### src/rtl/reg_map.sv
// Control register bank for the 10-band equalizer: ten Q4.4 gain codes widened to
// Q5.8 gains, one configuration byte, and a combinational byte read-back.
module reg_map #(
  parameter int unsigned GAIN_WIDTH = 13
) (
  input  logic                  clk,
  input  logic                  rst,
  input  logic                  we,
  input  logic [7:0]            addr,
  input  logic [7:0]            data_in,
  output logic [7:0]            data_out,
  output logic [7:0]            configuration,
  output logic [GAIN_WIDTH-1:0] gain_1,
  output logic [GAIN_WIDTH-1:0] gain_2,
  output logic [GAIN_WIDTH-1:0] gain_3,
  output logic [GAIN_WIDTH-1:0] gain_4,
  output logic [GAIN_WIDTH-1:0] gain_5,
  output logic [GAIN_WIDTH-1:0] gain_6,
  output logic [GAIN_WIDTH-1:0] gain_7,
  output logic [GAIN_WIDTH-1:0] gain_8,
  output logic [GAIN_WIDTH-1:0] gain_9,
  output logic [GAIN_WIDTH-1:0] gain_10
);

  localparam int unsigned NUM_BANDS   = 10;
  localparam logic [7:0]  CONFIG_ADDR = 8'h0A;
  localparam logic [7:0]  GAIN_RESET  = 8'h10;
  localparam logic [7:0]  CONFIG_RESET = 8'h00;

  logic [7:0] gain_code [NUM_BANDS];
  logic [7:0] config_q;

  // Register file; reset takes priority over a coincident write
  always_ff @(posedge clk) begin
    if (rst) begin
      for (int i = 0; i < NUM_BANDS; i++) begin
        gain_code[i] <= GAIN_RESET;
      end
      config_q <= CONFIG_RESET;
    end else if (we) begin
      for (int i = 0; i < NUM_BANDS; i++) begin
        if (addr == 8'(i)) begin
          gain_code[i] <= data_in;
        end
      end
      if (addr == CONFIG_ADDR) begin
        config_q <= data_in;
      end
    end
  end

  // Read-back mux; unmapped addresses return zero
  always_comb begin
    data_out = '0;
    for (int i = 0; i < NUM_BANDS; i++) begin
      if (addr == 8'(i)) begin
        data_out = gain_code[i];
      end
    end
    if (addr == CONFIG_ADDR) begin
      data_out = config_q;
    end
  end

  // Q4.4 code to Q5.8 gain: shift left by four, top bit stays zero
  function automatic logic [GAIN_WIDTH-1:0] to_gain(input logic [7:0] code);
    return GAIN_WIDTH'({1'b0, code, 4'b0000});
  endfunction

  assign configuration = config_q;
  assign gain_1  = to_gain(gain_code[0]);
  assign gain_2  = to_gain(gain_code[1]);
  assign gain_3  = to_gain(gain_code[2]);
  assign gain_4  = to_gain(gain_code[3]);
  assign gain_5  = to_gain(gain_code[4]);
  assign gain_6  = to_gain(gain_code[5]);
  assign gain_7  = to_gain(gain_code[6]);
  assign gain_8  = to_gain(gain_code[7]);
  assign gain_9  = to_gain(gain_code[8]);
  assign gain_10 = to_gain(gain_code[9]);

endmodule

### config.mk
export PLATFORM = sky130hd
export DESIGN_NAME = reg_map
export DESIGN_NICKNAME = d
export VERILOG_FILES = /design/src/rtl/reg_map.sv
export SDC_FILE = /design/constraint.sdc
export NUM_CORES = 1
export LEC_CHECK = 0
export CORE_ASPECT_RATIO = 1.2
export CORE_MARGIN = 2
export CORE_UTILIZATION = 50
export CTS_CLUSTER_DIAMETER = 80
export DETAILED_ROUTE_END_ITERATION = 16
export GPL_TIMING_DRIVEN = 0
export PLACE_DENSITY = 0.84
export SYNTH_ARGS = -nofsm -noshare
export SYNTH_HDL_FRONTEND = slang
export SYNTH_SLANG_ARGS = --single-unit
### constraint.sdc
create_clock -name clk -period 4.75 [get_ports clk]
set_clock_uncertainty 0.1 [all_clocks]
set_input_delay 1.1875 -clock clk [delete_from_list [all_inputs] [get_ports clk]]
set_output_delay 1.1875 -clock clk [all_outputs]
set_load 0.02 [all_outputs]
==> results.md, run 1 <==
- Crit. End Element: output pin
- Worst hold path depth: 2
- Filler instances: 686
- Critical path data required time: 3.46 ns
- Hold slack: 0.448 ns
- Ant diodes: 0
- Least-Margin Pin Slew: 1.03 ns
- Final non-filler cell total: 715
- Async set-reset flop share out of synthesis: 0
- FF-to-FF End: configuration[0]$_SDFFE_PP0P_
- Critical path class: in2out
- Met3 Resource Use GR: 0.0656
- Critical path's largest stage delay: 0.56 ns
- Routability cong.: 0.943
- Hold path startpoint: configuration[6]$_SDFFE_PP0P_
- Synthesis warning total: 0
- Worst path cell trace: clkdlybuf4s50_1 > or4_4 > buf_6 > nor3_4 > buf_6 > a221oi_1 > a211oi_1 > clkdlybuf4s15_2
- Busiest layer in global routing: met2
- Final Hold Fails: 0
- Die Y: 111 microns
- Crit Path Max Fanout: 10
- Crit path time final: 4.72 ns
- Synth top cells by count: edfxtp_1, and2_1, buf_4, clkbuf_1, nor2_1
- R2R Setup Slk: 3.93 ns
- Cell total after placement: 700
- Min-Delay Path Class: reg2reg
- Critical path buffers and inverters: 4
- Layout cells sized above 1: 0.203
- Most used cell, CP: buf_6
- Clock buffer depth: 2
- Peak Freq: 212 MHz
- Final Power: 1.91 mW
- DR pass1 iterations: 5
- Crit Reg-Reg Startpoint: configuration[0]$_SDFFE_PP0P_
- GRT overflow: 0
- Syn Area/Cell: 11.6 sq um
- Met1 GRT Util: 0.370
- Top post-synthesis cells by area: edfxtp_1, and2_1, buf_4
- Vias in the first global route: 3822
- Initial core utilization: 0.510
- Startpoint Class: primary input
- Clock sink count: 88
- DRC: 0
- Routed len/inst: 21.7 microns
- GRT Resource Usage Total: 0.297
- Area delta synth->final: 38.3%
- HPWL Detailed: 11500 microns
- Met2 Usage GRT: 0.512
- Clk_lat worst skew: 0.34 ns
- Synthesized cell area: 4800 sq um
- Chip width: 93.5 microns
- CTS tree: yes
- Root Driver: clkbuf_16
- Routed wire length: 15500 microns
- Yosys cell types: 49
- Finished Cell Area: 6650 sq um
- EDFF count, synth: 80
- Ports: 165
- Hold path endpoint: configuration[6]$_SDFFE_PP0P_
- # setup viols final: 0
- Port bufs: 114
- H-Tree Depth: 3
- Peak VDD IR: 0.000236 V
- 1st-iter DRT viols: 352
- TritonCTS buffer count: 9
- Final ANT Viol Nets: 0
- Clk slew on worst S/H paths: 0.06 ns
- Fin crit share: 0.994
- Top FF cell, synth: edfxtp_1
- Sequential fraction of the synthesis area: 0.533
- Cell taking the most area after synthesis: edfxtp_1
- Leakage power: 2.53 nW
- Via density: 5.52
- Most common cell in the netlist: edfxtp_1
- Outcome: finished, final reports clean
- Power per Cell Area: 287 nW/um^2
- FF-to-FF path depth: 2
- Antenna violations before repair: 0
- Top delay family on crit path: buffers and inverters
- Post-Synthesis Cells: 414
- Synth Register Bits: 88
- Via count: 3950
- Pin count of the biggest net entering global routing: 16
- Normalized max-slew margin: 0.311
- WP data arrival: 3.43 ns
- Global-route wire length before repair: 22600 microns
- Core area: 9420 sq um
- Max cap viols: 0
- Fin. max-slew vios: 0
- Top-area cell type share of the netlist area: 0.500
- Placement row count: 39
- Placed Area: 6280 sq um
- Crit path depth: 8
- Die Area: 10400 sq um
- Layout Nets: 606
- CP max stage cell: or4_4
[logic make-up after synthesis]
family / share of synthesized area
multiplexers: 0.0669
flip-flops: 0.533
buffers and inverters: 0.109
other: 0.000781
AND/OR/NAND/NOR: 0.200
AO/OA/AOI/OAI: 0.0899
[power by group]
part / internal [mW] / switching, mW
clock network: 0.358 / 0.311
registers: 0.879 / 0.0260
logic: 0.140 / 0.195
total: 1.38 / 0.532
[layout by cell type (no fill, tap or decap), types with 11 or more instances in the layout]
cell,count
clkbuf_1,14
conb_1,50
clkdlybuf4s50_1,105
mux2i_1,13
a21oi_1,11
buf_4,53
nand2_1,11
and2_1,72
clkbuf_2,11
edfxtp_1,80
nor2_1,17
[worst max-delay path by stage]
stage                        from          end  slack [ns]
after global routing      addr[5]  data_out[5]      -0.002
after CTS                 addr[5]  data_out[2]       -0.02
after global placement    addr[0]  data_out[5]       -0.73
final                     addr[5]  data_out[5]        0.03
after detailed placement  addr[1]  data_out[2]       -0.74
after floorplan           addr[5]  data_out[5]        0.51
[timing repair]
| action | 4_1_cts | 5_1_grt |
|---|---|---|
| buffers inserted | 0 | 0 |
| endpoints found under the hold margin | 0 | 0 |
| resized for setup | 40 | 18 |
| pin swaps | 0 | 1 |
| hold buffers | 0 | 0 |
| endpoints found under the setup margin | 8 | 8 |
[state kept, by name (all words and copies together) (netlist names)]
register	count
configuration	8
gain_code	80
[area by class of cell]
class,count,area (sq um),share of cell area
Buffer,80,547,0.0823
Clock buffer,10,229,0.0345
Clock inverter,6,45.0,0.00678
Inverter,2,7.51,0.00113
Multi-Input combinational cell,292,1980,0.297
Sequential cell,88,2560,0.386
Tap cell,123,154,0.0232
Timing Repair Buffer,114,1120,0.169
[per-stage QoR]
stage          utilization  setup WS (ns)   TNS, ns
2_1_floorplan            -          0.514         0
3_3_place_gp         0.667         -0.727     -5.45
3_5_place_dp         0.667         -0.743     -5.52
4_1_cts              0.704        -0.0221   -0.0221
5_1_grt              0.706       -0.00215  -0.00215
6_report             0.706         0.0307         0
[layer usage]
layer / part of all wire / vias to the layer above
met1: 0.38 / 1916
met3: 0.084 / 31
li1: - / 1751
met2: 0.51 / 252
met4: 0.028 / 0
met5: 0 / -
[worst min-delay path: cells and delay by family (launching register included)]
family	cells	cell delay (ns)
DFF	1	0.33
and+or+nand+nor	1	0.05
muxes	1	0.12
Note: power is estimated with default switching activity, not from simulation.
==> run 2, diff against run 1 <==
--- a/config.mk
+++ b/config.mk
@@ -6,7 +6,7 @@
 export NUM_CORES = 1
 export LEC_CHECK = 0
 export CORE_ASPECT_RATIO = 1.2
-export CORE_MARGIN = 2
+export CORE_MARGIN = 3
 export CORE_UTILIZATION = 50
 export CTS_CLUSTER_DIAMETER = 80
 export DETAILED_ROUTE_END_ITERATION = 16
==> run 2 against run 1 <==
  * The run now ends with negative setup slack left
  * Design area shrank 1.6%
  * Wire length shrank 1.1%
  * Highest routed layer unchanged
  * Non-clock buffer count grew 2
  * Total power shrank 11%
  * Maximum frequency shrank 0.74%
  * Die area grew 4.0%
  * Sequential power is essentially flat
  * Sequential share of layout area grew 0.63 points
  * Largest power group unchanged
==> results.md, run 2 (synthesis gave the netlist of run 1 again) <==
- Critical path data required time: 3.46 ns (about the same)
- Max reg flops: 80 (unchanged)
- Commonest non-fill, non-tap cell in the layout: clkdlybuf4s50_1
- Die Y: 113 microns (+1.8%)
- Initial core utilization: 0.521 (+0.0107)
- Startpoint Class: primary input
- Layout Nets: 608 (+0.33%)
- Outcome: finished, violations left
- Core area: 9220 sq um (-2.1%)
- Met2 Usage GRT: 0.507 (-0.00498)
- Finished Cell Area: 6540 sq um (-1.6%)
- 1st-iter DRT viols: 440 (+25%)
- Global-route wire length before repair: 22300 microns (-1.6%)
- Clk_lat worst skew: 0.36 ns (+0.02 ns)
- Via count: 3846 (-2.6%)
- Peak Freq: 210 MHz (-0.74%)
- Final Hold Fails: 0 (unchanged)
- Top reg by flops: gain_code
- Routability cong.: 0.977 (+3.6%)
- Unrepaired setup endpoints after global routing: true
- Power per Cell Area: 261 nW/um^2 (-9.3%)
- Root Driver: clkbuf_8
- Commonest cells after routing, fill and taps aside: clkdlybuf4s50_1, edfxtp_1, and2_1
- Ant diodes: 0 (unchanged)
- H-Tree Depth: 3 (unchanged)
- Routed len/inst: 21.5 microns (-0.83%)
- Fin. max-slew vios: 0 (unchanged)
- Worst path cell trace: clkdlybuf4s50_1 > or4_4 > buf_6 > nor4_2 > a221oi_1 > a211oi_1 > clkdlybuf4s15_2
- CP max stage cell: or4_4
- Crit path time final: 4.75 ns (+0.0350 ns)
- Clock buffer depth: 2 (unchanged)
- Final Power: 1.70 mW (-11%)
- Area delta synth->final: 36.1%
- HPWL Detailed: 11600 microns (+0.76%)
- Antenna violations before repair: 0 (unchanged)
- Port bufs: 114 (unchanged)
- WP data arrival: 3.47 ns (+0.04 ns)
- Critical path class: in2out
- # setup viols final: 1 (+1)
- Placed Area: 6280 sq um (about the same)
- DR pass1 iterations: 5 (unchanged)
- Critical path buffers and inverters: 3 (-1)
- Met3 Resource Use GR: 0.0482 (-0.0175)
- Final ANT Viol Nets: 0 (unchanged)
- Clock sink count: 88 (unchanged)
- TritonCTS buffer count: 9 (unchanged)
- Chip width: 95.5 microns (+2.1%)
- Placement row count: 38 (-2.6%)
- Final worst slack: -0.00429 ns (-0.0350 ns)
- Fin crit share: 1.00 (+0.00737)
- Normalized max-slew margin: 0.437 (+0.125)
- Leakage power: 2.49 nW (-1.5%)
- Clk slew on worst S/H paths: 0.09 ns (+0.03 ns)
- Met1 GRT Util: 0.345 (-0.0253)
- GRT Resource Usage Total: 0.286 (-0.0114)
- Ports: 165 (unchanged)
- Top delay family on crit path: simple AND/OR/NAND/NOR gates
- Critical path's largest stage delay: 0.57 ns (about the same)
- DRC: 0 (unchanged)
- Die Area: 10800 sq um (+4.0%)
- Least-Margin Pin Slew: 0.838 ns (-0.187 ns)
- Vias in the first global route: 3890 (+1.8%)
- Busiest layer in global routing: met2
- Via density: 5.39 (-2.4%)
- Routed wire length: 15300 microns (-1.1%)
- Crit Path Max Fanout: 8 (-2)
- Layout cells sized above 1: 0.206 (+0.00303)
- GRT overflow: 0 (unchanged)
- Max cap viols: 0 (unchanged)
- Crit. End Element: output pin
- Min-Delay Path Class: reg2reg
- Peak VDD IR: 0.000286 V (+21%)
- Pin count of the biggest net entering global routing: 16 (unchanged)
- Violated checks: negative setup slack
- CTS tree: yes
## run 2: changes by cell type in the layout (fill, tap and decap cells not counted), moves of 2 or more
cell	delta
clkbuf_16	-9
clkbuf_8	+9
clkdlybuf4s15_1	+3
buf_2	+2
clkbuf_1	-2
clkbuf_2	-2
dlygate4sd2_1	-2
## run 2: final timing paths
| kind | slack, ns | cells past startpoint | endpoint | startpoint |
|---|---|---|---|---|
| hold reg to reg | 0.43 | 2 | configuration[1]$_SDFFE_PP0P_ | configuration[1]$_SDFFE_PP0P_ |
| hold / removal | 0.43 | 2 | configuration[1]$_SDFFE_PP0P_ | configuration[1]$_SDFFE_PP0P_ |
| setup reg to reg | 3.96 | 2 | configuration[0]$_SDFFE_PP0P_ | configuration[0]$_SDFFE_PP0P_ |
| setup / recovery | -0.004 | 7 | data_out[5] | addr[5] |
## run 2: tightest hold or removal path, delay by kind of cell (launching register included)
family | cells | cell delay [ns]
multiplexers | 1 | 0.07
flip-flops | 1 | 0.36
AND/OR/NAND/NOR | 1 | 0.07
## run 2: final cells by class
type,count,area [sq um]
clock inverters,6,46.3
multi-input cells,292,1950
fillers,695,2690
clock buffers,9,124
well taps,120,150
repair buffers,116,1150
flip-flops and latches,88,2560
plain buffers,80,548
inverters,2,7.51
## run 2: metrics by stage
stage / hold WS, ns / worst slack [ns] / setup TNS (ns) / util / std cells
final: 0.432 / -0.00429 / -0.00429 / 0.709 / 713
after CTS: 0.436 / 0.00366 / 0 / 0.708 / 713
after detailed placement: 0.414 / -0.808 / -5.89 / 0.681 / 697
after floorplan: 0.494 / 0.514 / 0 / - / 463
after global routing: 0.462 / -0.0809 / -0.136 / 0.709 / 713
after global placement: 0.403 / -0.762 / -5.83 / 0.681 / 697
## run 2: timing repair
| item | in CTS | in global routing |
|---|---|---|
| buffers inserted | 2 | 0 |
| pin swaps | 1 | 2 |
| resized for setup | 40 | 20 |
| setup endpoints to repair | 8 | 8 |
| hold buffers | 0 | 0 |
## run 2: routing by layer
layer / up-vias / part of all wire / routed length, microns
li1: 1755 / - / -
met1: 1842 / 0.37 / 5680
met2: 216 / 0.52 / 7920
met3: 33 / 0.080 / 1230
met4: 0 / 0.032 / 494
met5: - / 0 / 0
## run 2: report_power, final
group / leakage (nW) / internal [mW] / total [mW] / switching, mW
sequential: 0.830 / 0.878 / 0.903 / 0.0247
combinational: 1.57 / 0.141 / 0.335 / 0.194
clock: 0.0870 / 0.191 / 0.467 / 0.276
total: 2.49 / 1.21 / 1.70 / 0.495
